### config.mk
export PLATFORM = sky130hd
export DESIGN_NAME = dot_operand_pingpong_buffer
export DESIGN_NICKNAME = d
export VERILOG_FILES = /design/src/rtl/dot_operand_pingpong_buffer.sv
export SDC_FILE = /design/constraint.sdc
export NUM_CORES = 1
export LEC_CHECK = 0
export ABC_AREA = 1
export CAP_MARGIN = 25
export CORE_UTILIZATION = 50
export DETAILED_ROUTE_END_ITERATION = 6
export GPL_TIMING_DRIVEN = 0
export PLACE_DENSITY = 0.67
export SLEW_MARGIN = 20
export SYNTH_ARGS = -nofsm -noshare
export SYNTH_HDL_FRONTEND = slang
export SYNTH_SLANG_ARGS = --single-unit
### constraint.sdc
create_clock -name clk -period 3 [get_ports clk]
set_input_delay 0.6 -clock clk [delete_from_list [all_inputs] [get_ports clk]]
set_output_delay 0.6 -clock clk [all_outputs]
set_load 0.1 [all_outputs]
### src/rtl/dot_operand_pingpong_buffer.sv
// dot_operand_pingpong_buffer
// Two-bank operand store for the dot-product datapath. One bank is filled
// element by element while the other, once committed, streams out LANES
// elements per beat over a valid/ready handshake.
// Optional feature: define DOT_BUF_ZERO_PAD_EN to keep a per-bank written mask
// so that elements never written since the bank was last released read as 0.
module dot_operand_pingpong_buffer #(
    parameter int DATA_WIDTH = 8,
    parameter int VECTOR_LEN = 16,
    parameter int LANES      = 2,
    parameter int ADDR_WIDTH = 4
) (
    input  logic                        clk,
    input  logic                        rst,
    input  logic                        write_en,
    input  logic [ADDR_WIDTH-1:0]       write_addr,
    input  logic [DATA_WIDTH-1:0]       data_a,
    input  logic [DATA_WIDTH-1:0]       data_b,
    input  logic                        wr_commit,
    output logic                        wr_ready,
    output logic                        wr_error,
    output logic                        rd_avail,
    input  logic                        start_reading,
    output logic [LANES*DATA_WIDTH-1:0] out_a,
    output logic [LANES*DATA_WIDTH-1:0] out_b,
    output logic                        out_valid,
    input  logic                        out_ready,
    output logic                        out_last,
    output logic [ADDR_WIDTH:0]         element_count,
    output logic                        reading_done
);

    localparam int NUM_BEATS = VECTOR_LEN / LANES;
    localparam logic [ADDR_WIDTH:0] VEC_LEN_W   = (ADDR_WIDTH+1)'(VECTOR_LEN);
    localparam logic [ADDR_WIDTH:0] NUM_BEATS_W = (ADDR_WIDTH+1)'(NUM_BEATS);
    localparam logic [ADDR_WIDTH:0] LAST_BEAT_W = (ADDR_WIDTH+1)'(NUM_BEATS - 1);
    localparam logic [ADDR_WIDTH:0] LANES_W     = (ADDR_WIDTH+1)'(LANES);

    typedef enum logic [0:0] {
        ST_IDLE   = 1'b0,
        ST_STREAM = 1'b1
    } rd_state_t;

    // Bank storage; contents survive reset on purpose
    logic [DATA_WIDTH-1:0] mem_a_r [2][VECTOR_LEN];
    logic [DATA_WIDTH-1:0] mem_b_r [2][VECTOR_LEN];
`ifdef DOT_BUF_ZERO_PAD_EN
    logic [VECTOR_LEN-1:0] wmask_r [2];
`endif

    logic                        fill_sel_r;
    logic                        rd_sel_r;
    logic [1:0]                  bank_full_r;
    logic [1:0]                  bank_full_s;
    logic                        wr_error_r;
    rd_state_t                   state_r;
    rd_state_t                   state_nxt_s;
    logic [ADDR_WIDTH:0]         issue_beat_r;   // next beat to load into the output register
    logic [ADDR_WIDTH:0]         load_beat_s;
    logic                        wr_accept_s;
    logic                        wr_drop_s;
    logic                        commit_accept_s;
    logic                        commit_drop_s;
    logic                        start_s;
    logic                        accept_s;
    logic                        release_s;
    logic                        load_s;
    logic [ADDR_WIDTH-1:0]       lane_idx_s [LANES];
    logic [LANES*DATA_WIDTH-1:0] rd_a_s;
    logic [LANES*DATA_WIDTH-1:0] rd_b_s;
    logic                        out_valid_r;
    logic                        out_last_r;
    logic                        reading_done_r;
    logic [LANES*DATA_WIDTH-1:0] out_a_r;
    logic [LANES*DATA_WIDTH-1:0] out_b_r;
    logic [ADDR_WIDTH:0]         element_count_r;

    // Write-side acceptance: a full fill bank or an out-of-range address drops the request
    always_comb begin
        wr_accept_s     = write_en && !bank_full_r[fill_sel_r] && ({1'b0, write_addr} < VEC_LEN_W);
        wr_drop_s       = write_en && !wr_accept_s;
        commit_accept_s = wr_commit && !bank_full_r[fill_sel_r];
        commit_drop_s   = wr_commit && !commit_accept_s;
    end

    // Read FSM outputs: start, per-beat load and last-beat release decisions
    always_comb begin
        start_s     = (state_r == ST_IDLE) && start_reading && bank_full_r[rd_sel_r];
        accept_s    = out_valid_r && out_ready;
        release_s   = (state_r == ST_STREAM) && accept_s && out_last_r;
        load_s      = start_s ||
                      ((state_r == ST_STREAM) && (!out_valid_r || out_ready) &&
                       (issue_beat_r < NUM_BEATS_W));
        // Beat 0 is loaded straight from IDLE so the first beat appears one cycle after start
        load_beat_s = (state_r == ST_STREAM) ? issue_beat_r : {(ADDR_WIDTH+1){1'b0}};
    end

    // Read FSM next state
    always_comb begin
        state_nxt_s = state_r;
        case (state_r)
            ST_IDLE: begin
                if (start_s) state_nxt_s = ST_STREAM;
                else         state_nxt_s = ST_IDLE;
            end
            ST_STREAM: begin
                if (release_s) state_nxt_s = ST_IDLE;
                else           state_nxt_s = ST_STREAM;
            end
            default: state_nxt_s = ST_IDLE;
        endcase
    end

    // Read FSM state register
    always_ff @(posedge clk or posedge rst) begin
        if (rst) state_r <= ST_IDLE;
        else     state_r <= state_nxt_s;
    end

    // Bank occupancy: commit of the fill bank and release of the read bank never hit the same bank
    always_comb begin
        bank_full_s = bank_full_r;
        for (int b = 0; b < 2; b++) begin
            if (commit_accept_s && (fill_sel_r == 1'(b)))  bank_full_s[b] = 1'b1;
            else if (release_s && (rd_sel_r == 1'(b)))     bank_full_s[b] = 1'b0;
            else                                            bank_full_s[b] = bank_full_r[b];
        end
    end

    // Combinational gather of the LANES elements that form the beat being loaded
    always_comb begin
        rd_a_s = '0;
        rd_b_s = '0;
        for (int k = 0; k < LANES; k++) begin
            lane_idx_s[k] = ADDR_WIDTH'(load_beat_s * LANES_W + (ADDR_WIDTH+1)'(k));
`ifdef DOT_BUF_ZERO_PAD_EN
            if (wmask_r[rd_sel_r][lane_idx_s[k]]) begin
                rd_a_s[k*DATA_WIDTH +: DATA_WIDTH] = mem_a_r[rd_sel_r][lane_idx_s[k]];
                rd_b_s[k*DATA_WIDTH +: DATA_WIDTH] = mem_b_r[rd_sel_r][lane_idx_s[k]];
            end else begin
                rd_a_s[k*DATA_WIDTH +: DATA_WIDTH] = {DATA_WIDTH{1'b0}};
                rd_b_s[k*DATA_WIDTH +: DATA_WIDTH] = {DATA_WIDTH{1'b0}};
            end
`else
            rd_a_s[k*DATA_WIDTH +: DATA_WIDTH] = mem_a_r[rd_sel_r][lane_idx_s[k]];
            rd_b_s[k*DATA_WIDTH +: DATA_WIDTH] = mem_b_r[rd_sel_r][lane_idx_s[k]];
`endif
        end
    end

    // Bank selectors, occupancy flags and the sticky error flag
    always_ff @(posedge clk or posedge rst) begin
        if (rst) begin
            fill_sel_r  <= 1'b0;
            rd_sel_r    <= 1'b0;
            bank_full_r <= 2'b00;
            wr_error_r  <= 1'b0;
        end else begin
            fill_sel_r  <= commit_accept_s ? ~fill_sel_r : fill_sel_r;
            rd_sel_r    <= release_s ? ~rd_sel_r : rd_sel_r;
            bank_full_r <= bank_full_s;
            wr_error_r  <= wr_error_r | wr_drop_s | commit_drop_s;
        end
    end

    // Output beat register: loads a new beat, clears after the final handshake, holds on stall
    always_ff @(posedge clk or posedge rst) begin
        if (rst) begin
            out_valid_r     <= 1'b0;
            out_last_r      <= 1'b0;
            out_a_r         <= '0;
            out_b_r         <= '0;
            element_count_r <= '0;
            issue_beat_r    <= '0;
            reading_done_r  <= 1'b0;
        end else begin
            reading_done_r <= release_s;
            if (load_s) begin
                out_valid_r     <= 1'b1;
                out_a_r         <= rd_a_s;
                out_b_r         <= rd_b_s;
                out_last_r      <= (load_beat_s == LAST_BEAT_W);
                element_count_r <= load_beat_s * LANES_W;
                issue_beat_r    <= load_beat_s + (ADDR_WIDTH+1)'(1);
            end else if (accept_s) begin
                out_valid_r <= 1'b0;
            end else begin
                out_valid_r <= out_valid_r;
            end
        end
    end

    // Element storage write port into the fill bank
    always_ff @(posedge clk) begin
        if (wr_accept_s) begin
            mem_a_r[fill_sel_r][write_addr] <= data_a;
            mem_b_r[fill_sel_r][write_addr] <= data_b;
        end
    end

`ifdef DOT_BUF_ZERO_PAD_EN
    // Written-element mask per bank, cleared when the bank is released
    always_ff @(posedge clk or posedge rst) begin
        if (rst) begin
            wmask_r[0] <= '0;
            wmask_r[1] <= '0;
        end else begin
            for (int b = 0; b < 2; b++) begin
                if (release_s && (rd_sel_r == 1'(b)))
                    wmask_r[b] <= '0;
                else if (wr_accept_s && (fill_sel_r == 1'(b)))
                    wmask_r[b][write_addr] <= 1'b1;
                else
                    wmask_r[b] <= wmask_r[b];
            end
        end
    end
`endif

    assign wr_ready      = !bank_full_r[fill_sel_r];
    assign rd_avail      = bank_full_r[rd_sel_r];
    assign wr_error      = wr_error_r;
    assign out_valid     = out_valid_r;
    assign out_a         = out_a_r;
    assign out_b         = out_b_r;
    assign out_last      = out_last_r;
    assign element_count = element_count_r;
    assign reading_done  = reading_done_r;

endmodule
==> results_dict.tcl <==
set metrics [dict create \
    status "finished with violations" \
    violations "setup timing" \
    combinationalPowerShare 0.046 \
    globalplace.congestion 0.949 \
    wire_per_inst_um 23.4 \
    cp-start-kind "flop" \
    rrSetupSlack_ns -0.13 \
    drv_slew 0 \
    required_ns 3.30 \
    cpPeakStageDelay_ns 0.82 \
    crit_chain "buf_2 > o21ai_1 > nor2_1 > nand2_1 > nor3_2 > buf_4" \
    mostFrequentLayoutCell "nand2_1" \
    std_cell_rows 77 \
    fin_crit_sh 1.04 \
    drt_pass1_iterations 6 \
    placed_cells 2662 \
    synth_fp_nets 1984 \
    io_buffers 67 \
    start_util 0.508 \
    drc 0 \
    routed_via_density 5.71 \
    cpLargestDelayFamily "simple AND/OR/NAND/NOR gates" \
    post-route-min-period_ns 3.13 \
    rsz0062_at_grt "yes" \
    setup_ws_ns -0.127 \
    grt_first_pass_wirelength_um 94300 \
    hp-class "primary input to flop" \
    die_h_um 215 \
    drt_iter0_markers 2037 \
    grt-ovfl-total 0 \
    skew_ns 0.0193 \
    core_area_um2 44400 \
    fmax_mhz 320 \
    arrival_ns 3.43 \
    drv_cap 0 \
    relSlewSlack 0.324 \
    yosysWarnings 0 \
    cts_buffers 53 \
    power_frac_clock 0.441 \
    path_clk_slew_ns 0.06 \
    routed_wl_um 64600 \
    yosysUniqueCellTypes 22 \
    path_max_fanout 10 \
    dieArea_um2 46000 \
    fp.dieW_um 215 \
    netSwitchingPower_mw 3.61 \
    num_vias 15800 \
    cts_tree "yes" \
    leakage_nw 10.2 \
    grt_max_degree 33 \
    ir_drop_uv 375 \
    cts_sinks 562 \
    postSynthCellCount 1957 \
    track_usage 0.283 \
    sequentialPowerShare 0.513 \
    finalSetupViolCount 17 \
    max_slew.worst_pin.slew_ns 1.01 \
    ys_seq_area_frac 0.736 \
    n_fill_cell 3497 \
    num_io_pins 69 \
    ctsRootBufferMaster "clkbuf_16" \
    final_cells 2767 \
    whs_ns 0.242 \
    worstSetupPathType "flop to flop" \
    cpMaxStageDelayCell "nor3_2" \
    power.total_mw 16.9 \
    hold_viol 0 \
    grt_pass1_vias 14900 \
    ys_seq_elements 562 \
    clock_path_buffers 3 \
    syn_to_final_growth_pct 18.2 \
    synth_area_per_cell_um2 11.5 \
    final_util 0.601 \
    hpwl_um 44800 \
    num-nets-final 2156 \
    clk-insertion-delay-late_ns 0.61 \
    p_sw_frac 0.214 \
    synth_area_um2 22600 \
    intPower_mw 13.3 \
    endpoint_kind "flop" \
    htree_levels 2 \
    antenna_found_initial 0 \
    drive_above_1_share 0.132 \
    cp_num_buf_inv 2 \
    postRouteAntennaNets 0 \
    preCtsSetupSlack_ns -0.225 \
    p_per_area_nw_per_um2 634 \
    final_cell_mix "nand2_1 (795), edfxtp_1 (512), nand3_1 (387)" \
]
## logic make-up (layout without fill, tap and decap cells)
group / count (synthesis) / in the layout / synth area share
AO/OA/AOI/OAI: 15 / 15 / 0.00360
XOR/XNOR: 2 / 2 / 0.000776
adder cells (fa/ha/maj): 1 / 1 / 0.000554
buffers and inverters: 151 / 368 / 0.0313
flip-flops: 562 / 562 / 0.736
other: 1 / 2 / 0.000166
AND/OR/NAND/NOR: 1225 / 1225 / 0.227
## flip-flops by register name, summed over array words and instances, names as in the netlist
name / cells
out_a: 16
reading_done: 1
out_valid: 1
issue_beat_r: 5
wr_error: 1
mem_b_r: 256
mem_a_r: 256
element_count: 4
out_last: 1
bank_full_r: 2
rd_sel_r: 1
fill_sel_r: 1
state_r: 1
out_b: 16
## cell usage after synthesis
cell type  instances  area (um2)
nand2_1          795        2980
edfxtp_1         512       15400
nand3_1          388        1940
buf_2             84         420
dfrtp_1           50        1250
nor3_1            32         160
inv_1             28         105
clkbuf_1          18        67.6
o21ai_0           11        55.1
buf_4              9        67.6
nor2_1             7        26.3
buf_1              6        22.5
inv_2              4        15.0
nand4_1            3        18.8
clkinv_1           2        7.51
xor2_1             2        17.5
a21oi_1            1        5.00
conb_1             1        3.75
ha_1               1        12.5
o2111ai_1          1        8.76
o21a_1             1        7.51
o21ai_1            1        5.00
## final cells by class
type / instances / area, um2 / area share
antenna: 1 / 2.50 / 0.0000938
buffer: 117 / 579 / 0.0217
clock buffer: 62 / 1420 / 0.0533
clock inverter: 38 / 537 / 0.0201
inverter: 34 / 128 / 0.00478
multi-input combinational: 1244 / 5470 / 0.205
sequential: 562 / 16600 / 0.623
tap: 592 / 741 / 0.0278
timing repair buffer: 117 / 1170 / 0.0439
## what timing repair did
action,CTS,global route
hold buffers,0,0
gates resized for setup,10,6
hold endpoints to repair,0,0
endpoints found under the setup margin,87,79
pin swaps,0,1
setup buffers,0,4
## power groups by stage
stage | Sequential [mW] | Clock (mW) | Combinational (mW)
floorplan | 8.84 | 0 | 0.300
global placement | 8.86 | 0 | 0.622
detailed placement | 8.84 | 0 | 0.736
CTS | 8.68 | 7.50 | 0.751
global route | 8.68 | 7.80 | 0.805
finish | 8.68 | 7.47 | 0.779
## path summary, 6_finish.rpt
kind,from,to,cells after the start
worst max register to register,fill_sel_r$_DFFE_PP0N_,mem_b_r[0][111]$_DFFE_PP_,6
worst max-delay path,fill_sel_r$_DFFE_PP0N_,mem_b_r[0][111]$_DFFE_PP_,6
worst min register to register,out_a[12]$_DFFE_PP0P_,out_a[12]$_DFFE_PP0P_,2
min in group asynchronous,rst,bank_full_r[0]$_DFFE_PP0P_,2
worst min-delay path,data_b[6],mem_b_r[0][22]$_DFFE_PP_,1
max in group asynchronous,rst,out_a[13]$_DFFE_PP0P_,3
## metal layers
layer,global-route usage,vias up,share of wire
li1,-,7124,-
met5,0,-,0
met1,0.412,7614,0.41
met3,0.0580,128,0.12
met2,0.419,926,0.44
met4,0.111,0,0.040
## worst reg2reg max path: cells and delay by family (launching register included)
kind,cells,cell delay (ns)
DFF,1,0.31
and+or+nand+nor,3,1.56
AOI/OAI and AO/OA,1,0.31
buffers and inverters,2,0.64
## stage by stage
step | cell area (um2) | TNS [ns]
final | 26700 | -1.86
after global routing | 26700 | -4.87
after CTS | 26600 | -1.12
after detailed placement | 24600 | -15.30
after global placement | 24000 | -501.21
after floorplan | 22600 | 0
(Power assumes the default switching activity.)
